==> src/rtl/fast_spi_capture.sv <==
// fast_spi_capture: samples pad lanes a programmable delay after each SCK fall and packs them into a 32-bit FWFT FIFO.
// Define FAST_SPI_CAPTURE_PARTIAL_FLUSH_EN to push zero-padded partial words when csn rises.
module fast_spi_capture #(
   parameter int LANES      = 4,
   parameter int MAX_DELAY  = 7,
   parameter int FIFO_DEPTH = 8
) (
   input  logic                            sys_clock,
   input  logic                            reset,
   input  logic                            cfg_enable,
   input  logic [1:0]                      cfg_mode,
   input  logic [$clog2(MAX_DELAY+1)-1:0]  cfg_delay,
   input  logic                            sck_out_data,
   input  logic                            csn_out_data,
   input  logic [LANES-1:0]                io_in,
   output logic [LANES-1:0]                io_core_in,
   output logic                            rd_valid,
   input  logic                            rd_ready,
   output logic [31:0]                     rd_data,
   output logic [$clog2(FIFO_DEPTH):0]     fifo_level,
   output logic                            overflow,
   input  logic                            clear_overflow
);
   localparam int AW = $clog2(FIFO_DEPTH);
   localparam int LW = AW + 1;
   logic sck_prev, csn_prev;
   logic [2*MAX_DELAY-1:0] dl;
   logic [2*MAX_DELAY+1:0] taps;
   logic [1:0] ev;
   int d_sel;
   logic [7:0] io8;
   logic [3:0] b;
   logic [31:0] ins, shreg, shreg_next;
   logic [5:0] cnt, cnt_next;
   logic word_done;
   logic push_v;
   logic [31:0] push_w;
   logic [31:0] mem [FIFO_DEPTH];
   logic [AW-1:0] wr_ptr, rd_ptr;
   logic pop, full, wr_en, drop;
   // Each delay-line slot holds {end, fall}; both can never coincide since they need opposite csn levels.
   always_comb begin
      taps = {dl, ~csn_prev & csn_out_data, sck_prev & ~sck_out_data & ~csn_out_data & cfg_enable};
      d_sel = (int'(cfg_delay) > MAX_DELAY) ? MAX_DELAY : int'(cfg_delay);
      ev = taps[2*d_sel +: 2];
      io8 = '0;
      io8[LANES-1:0] = io_in;
      b = (cfg_mode == 2'd0) ? 4'd1 : (cfg_mode == 2'd1) ? 4'd2 : (cfg_mode == 2'd3 && LANES == 8) ? 4'd8 : 4'd4;
      ins = (cfg_mode == 2'd0) ? {31'b0, io8[1]} : {24'b0, io8 & 8'((9'd1 << b) - 9'd1)};
      shreg_next = (shreg << b) | ins;
      cnt_next = cnt + {2'b0, b};
      word_done = cnt_next >= 6'd32;
   end
   assign rd_valid = fifo_level != '0;
   assign rd_data = rd_valid ? mem[rd_ptr] : '0;
   assign pop = rd_valid & rd_ready;
   assign full = fifo_level == LW'(FIFO_DEPTH);
   assign wr_en = push_v & (~full | pop);
   assign drop = push_v & full & ~pop;
   always_ff @(posedge sys_clock) begin
      if (reset) begin
         sck_prev <= 1'b1;
         csn_prev <= 1'b1;
         dl <= '0;
         io_core_in <= '0;
         cnt <= '0;
         shreg <= '0;
         push_v <= 1'b0;
         push_w <= '0;
         wr_ptr <= '0;
         rd_ptr <= '0;
         fifo_level <= '0;
         overflow <= 1'b0;
      end else begin
         sck_prev <= sck_out_data;
         csn_prev <= csn_out_data;
         dl <= taps[2*MAX_DELAY-1:0];
         push_v <= 1'b0;
         if (ev[0]) begin
            io_core_in <= io_in;
            push_v <= word_done;
            push_w <= shreg_next;
            cnt <= word_done ? 6'd0 : cnt_next;
            shreg <= word_done ? '0 : shreg_next;
         end else if (ev[1]) begin
`ifdef FAST_SPI_CAPTURE_PARTIAL_FLUSH_EN
            push_v <= cnt != 6'd0;
            push_w <= shreg << (6'd32 - cnt);
`endif
            cnt <= '0;
            shreg <= '0;
         end
         if (wr_en) wr_ptr <= wr_ptr + AW'(1);
         if (pop) rd_ptr <= rd_ptr + AW'(1);
         fifo_level <= fifo_level + LW'(wr_en) - LW'(pop);
         overflow <= drop | (overflow & ~clear_overflow);
      end
   end
   always_ff @(posedge sys_clock) begin
      if (wr_en) mem[wr_ptr] <= push_w;
   end
endmodule

==> config.mk <==
export PLATFORM = sky130hd
export DESIGN_NAME = fast_spi_capture
export DESIGN_NICKNAME = d
export VERILOG_FILES = /design/src/rtl/fast_spi_capture.sv
export SDC_FILE = /design/constraint.sdc
export NUM_CORES = 1
export LEC_CHECK = 0
export CAP_MARGIN = 30
export CORE_UTILIZATION = 60
export DETAILED_ROUTE_END_ITERATION = 6
export DONT_BUFFER_PORTS = 1
export MAX_ROUTING_LAYER = met4
export PLACE_DENSITY = 0.76
export SLEW_MARGIN = 20
export SYNTH_ARGS = -nofsm -noshare
export SYNTH_HDL_FRONTEND = slang
export SYNTH_SLANG_ARGS = --single-unit
==> constraint.sdc <==
create_clock -name sys_clock -period 4.8 [get_ports sys_clock]
set_clock_uncertainty 0.1 [all_clocks]
set_input_delay 0.24 -clock sys_clock [delete_from_list [all_inputs] [get_ports sys_clock]]
set_output_delay 0.24 -clock sys_clock [all_outputs]
set_load 0.01 [all_outputs]
==> impl_metrics.yaml <==
run_status:
  status: "complete, no violations"
placement:
  gp_congestion: 0.779
  port_buffers: 0
  hpwl_um: 17100
floorplan:
  start_util: 0.614
  row_count: 56
  die_area_mm2: 0.0247
  num_io_pins: 58
  die-width_um: 157
  core-area_mm2: 0.0235
  dieHeight_um: 157
clocking:
  clk_pin_slew_worst_paths_ns: 0.06
  post-cts-setup-buffers: 0
  cts_resized: 0
  root_buffer: "clkbuf_16"
  hold_buffers: 15
  cts_tree: "done"
  cts_buffers: 36
  clk_path_buf_depth: 3
  numClockSinks: 360
  cts_max_level: 2
  clk_latency_ns: 0.51
logic_synthesis:
  synth_top_area_cell: "edfxtp_1"
  synth_common_cells: "256 x edfxtp_1, 107 x nand2_1, 104 x dfxtp_1, 76 x a21oi_1, 69 x nand3_1"
  yosysWarnings: 0
  postSynthCellCount: 988
  synth_top_area_frac: 0.532
  ys_seq_elements: 360
  syn_avg_cell_area_um2: 14.6
  synth-edff-count: 256
  syn_area_mm2: 0.0145
  synth_area_leaders: "edfxtp_1 53%, dfxtp_1 14%, mux4_2 10%"
  synth-seq-area-share: 0.676
  synth.distinct_cells: 48
  syn_nets: 1016
  synth_async_sr_flop_share: 0
  synth_top_flop_cell: "edfxtp_1"
  synth_most_common_cell: "edfxtp_1"
drt:
  num_vias: 8174
  drtAntennaViolNets: 0
  firstDrtPassIters: 5
  viasPerCell: 6.13
  wl_per_cell_um: 22.5
  drt_iter0_drc: 712
  routed_wl_um: 30000
  route.detailed.drc: 0
critical_path:
  cp_cell_sequence: "buf_4 > mux4_2 > mux2i_1 > nor2_1"
  reg2regPathDepth: 13
  cp-endpoint: "rd_data[5]"
  start_kind: "flop"
  crit_required_ns: 4.46
  slowest_stage: "dfxtp_4"
  r2r_start: "fifo_level[1]"
  cp_slowest_stage_delay_ns: 0.89
  endpoint_kind: "output pin"
  worst-r2r-setup-slack_ns: 1.86
  crit_type: "flop to output pin"
  cp.arrival_ns: 2.82
  r2r_end: "fifo_level[2]"
  crit_fanout: 41
sta:
  fin_crit_sh: 0.657
  worst_pin_slew_ns: 0.841
  maxSlewViolCount: 0
  setup_tns_ns: 0
  period_needed_ns: 3.16
  rsz0062_at_grt: "no"
  slew-limit-headroom: 0.439
  fmax_ghz: 0.317
  hold_viol_final: 0
  setup_viol: 0
power_and_ir_drop:
  power_density_mw_per_mm2: 456
  irDropWorstVdd_mv: 0.253
  p_leak_nw: 5.18
global_route:
  overflow: 0
  grt_use_total: 0.261
  busiest_layer: "met2"
  grt_use_met3: 0.0438
  grt.met2_usage: 0.416
  grt_pass1_wl_um: 46400
  met1_usage: 0.341
  grt_pass1_vias: 8185
  antenna_found_initial: 0
  grt_max_degree: 103
finish:
  multiInputGateArea_mm2: 0.00436
  regArea_mm2: 0.00978
  num_antenna_cells: 0
  final_util: 0.686
  drive_gt1_frac: 0.152
  final_nets: 1018
  area_delta_synth_final_pct: 11.7
  fillers: 1577
hold_path:
  hold_path.class: "input pin to flop"
  hold_path_startpoint: "cfg_mode[1]"
  hold_depth: 4
flow_run:
  cap_violations: 0
-- flip-flops by register name, summed over array words and instances, names as in the netlist, 3 cells and up, named ones only --
| register | flops |
|---|---|
| mem | 256 |
| io_core_in | 4 |
| rd_ptr | 3 |
| fifo_level | 4 |
| cnt | 6 |
| push_w | 32 |
| shreg | 31 |
| wr_ptr | 3 |
| dl | 14 |
-- layer usage --
| metal | part of all wire | wire length, um |
|---|---|---|
| met5 | 0 | 0 |
| met4 | 0.030 | 911 |
| met3 | 0.055 | 1640 |
| met2 | 0.50 | 14900 |
| met1 | 0.42 | 12500 |
-- how the worst min path moves through the flow --
stage	slack, ns	to
floorplan	0.25	csn_prev
global placement	0.22	flop
detailed placement	0.22	flop
CTS	0.007	push_w[14]
global route	0.04	push_w[31]
finish	0.02	push_w[14]
-- kinds of logic (layout without fill, tap and decap cells) --
logic type / count (synthesis) / count (layout) / synth area share
flip-flops: 360 / 360 / 0.676
AND/OR/NAND/NOR: 271 / 271 / 0.0866
multiplexers: 132 / 132 / 0.149
AO/OA/AOI/OAI: 123 / 123 / 0.0461
buffers and inverters: 83 / 109 / 0.0275
adder cells (fa/ha/maj): 13 / 13 / 0.0117
XOR/XNOR: 6 / 6 / 0.00364
-- cell usage in the layout (no fill, tap or decap), drive strengths merged, types with 2 or more instances in the layout --
| master | instances |
|---|---|
| edfxtp | 256 |
| nand2 | 107 |
| dfxtp | 104 |
| a21oi | 76 |
| nand3 | 69 |
| mux4 | 66 |
| mux2i | 66 |
| nor2 | 51 |
| clkbuf | 49 |
| o21ai | 30 |
| buf | 22 |
| nor2b | 15 |
| dlygate4sd3 | 13 |
| inv | 12 |
| ha | 11 |
| clkinv | 9 |
| nand2b | 7 |
| a31oi | 4 |
| nand4b | 4 |
| xor2 | 4 |
| nor3 | 4 |
| nand3b | 3 |
| o21a | 3 |
| a211oi | 3 |
| xnor2 | 2 |
| or2 | 2 |
| bufinv | 2 |
| clkinvlp | 2 |
| o31ai | 2 |
-- cell type report --
| cell class | instances | area share |
|---|---|---|
| clock inverter | 13 | 0.00713 |
| multi-input combinational | 545 | 0.270 |
| timing repair buffer | 35 | 0.0293 |
| clock buffer | 49 | 0.0607 |
| tap | 319 | 0.0247 |
| inverter | 12 | 0.00279 |
| sequential | 360 | 0.605 |
-- worst max-delay path: cells and delay by family, from the launching register on --
kind	cells	cell delay, ns
flops	1	0.89
mux	2	0.74
buf+inv	1	0.54
simple gates	1	0.10
-- stage by stage --
| stage | area [um^2] | hold slack (ns) | std cells | power (mW) | setup slack [ns] |
|---|---|---|---|---|---|
| global placement | 14700 | 0.217 | 1248 | 4.72 | 1.88 |
| global route | 16200 | 0.0422 | 1333 | 7.66 | 1.37 |
| CTS | 16100 | 0.00718 | 1331 | 7.42 | 1.53 |
| detailed placement | 14800 | 0.221 | 1254 | 4.75 | 1.88 |
| finish | 16200 | 0.0179 | 1333 | 7.37 | 1.64 |
| floorplan | 14500 | 0.247 | 988 | 4.54 | 0.764 |
-- power by group --
group | internal (mW) | total, mW | leakage, nW | switching [mW]
Combinational | 0.606 | 1.25 | 1.40 | 0.643
Sequential | 3.33 | 3.48 | 3.25 | 0.144
Clock | 1.54 | 2.64 | 0.531 | 1.11
(Power assumes the default switching activity.)
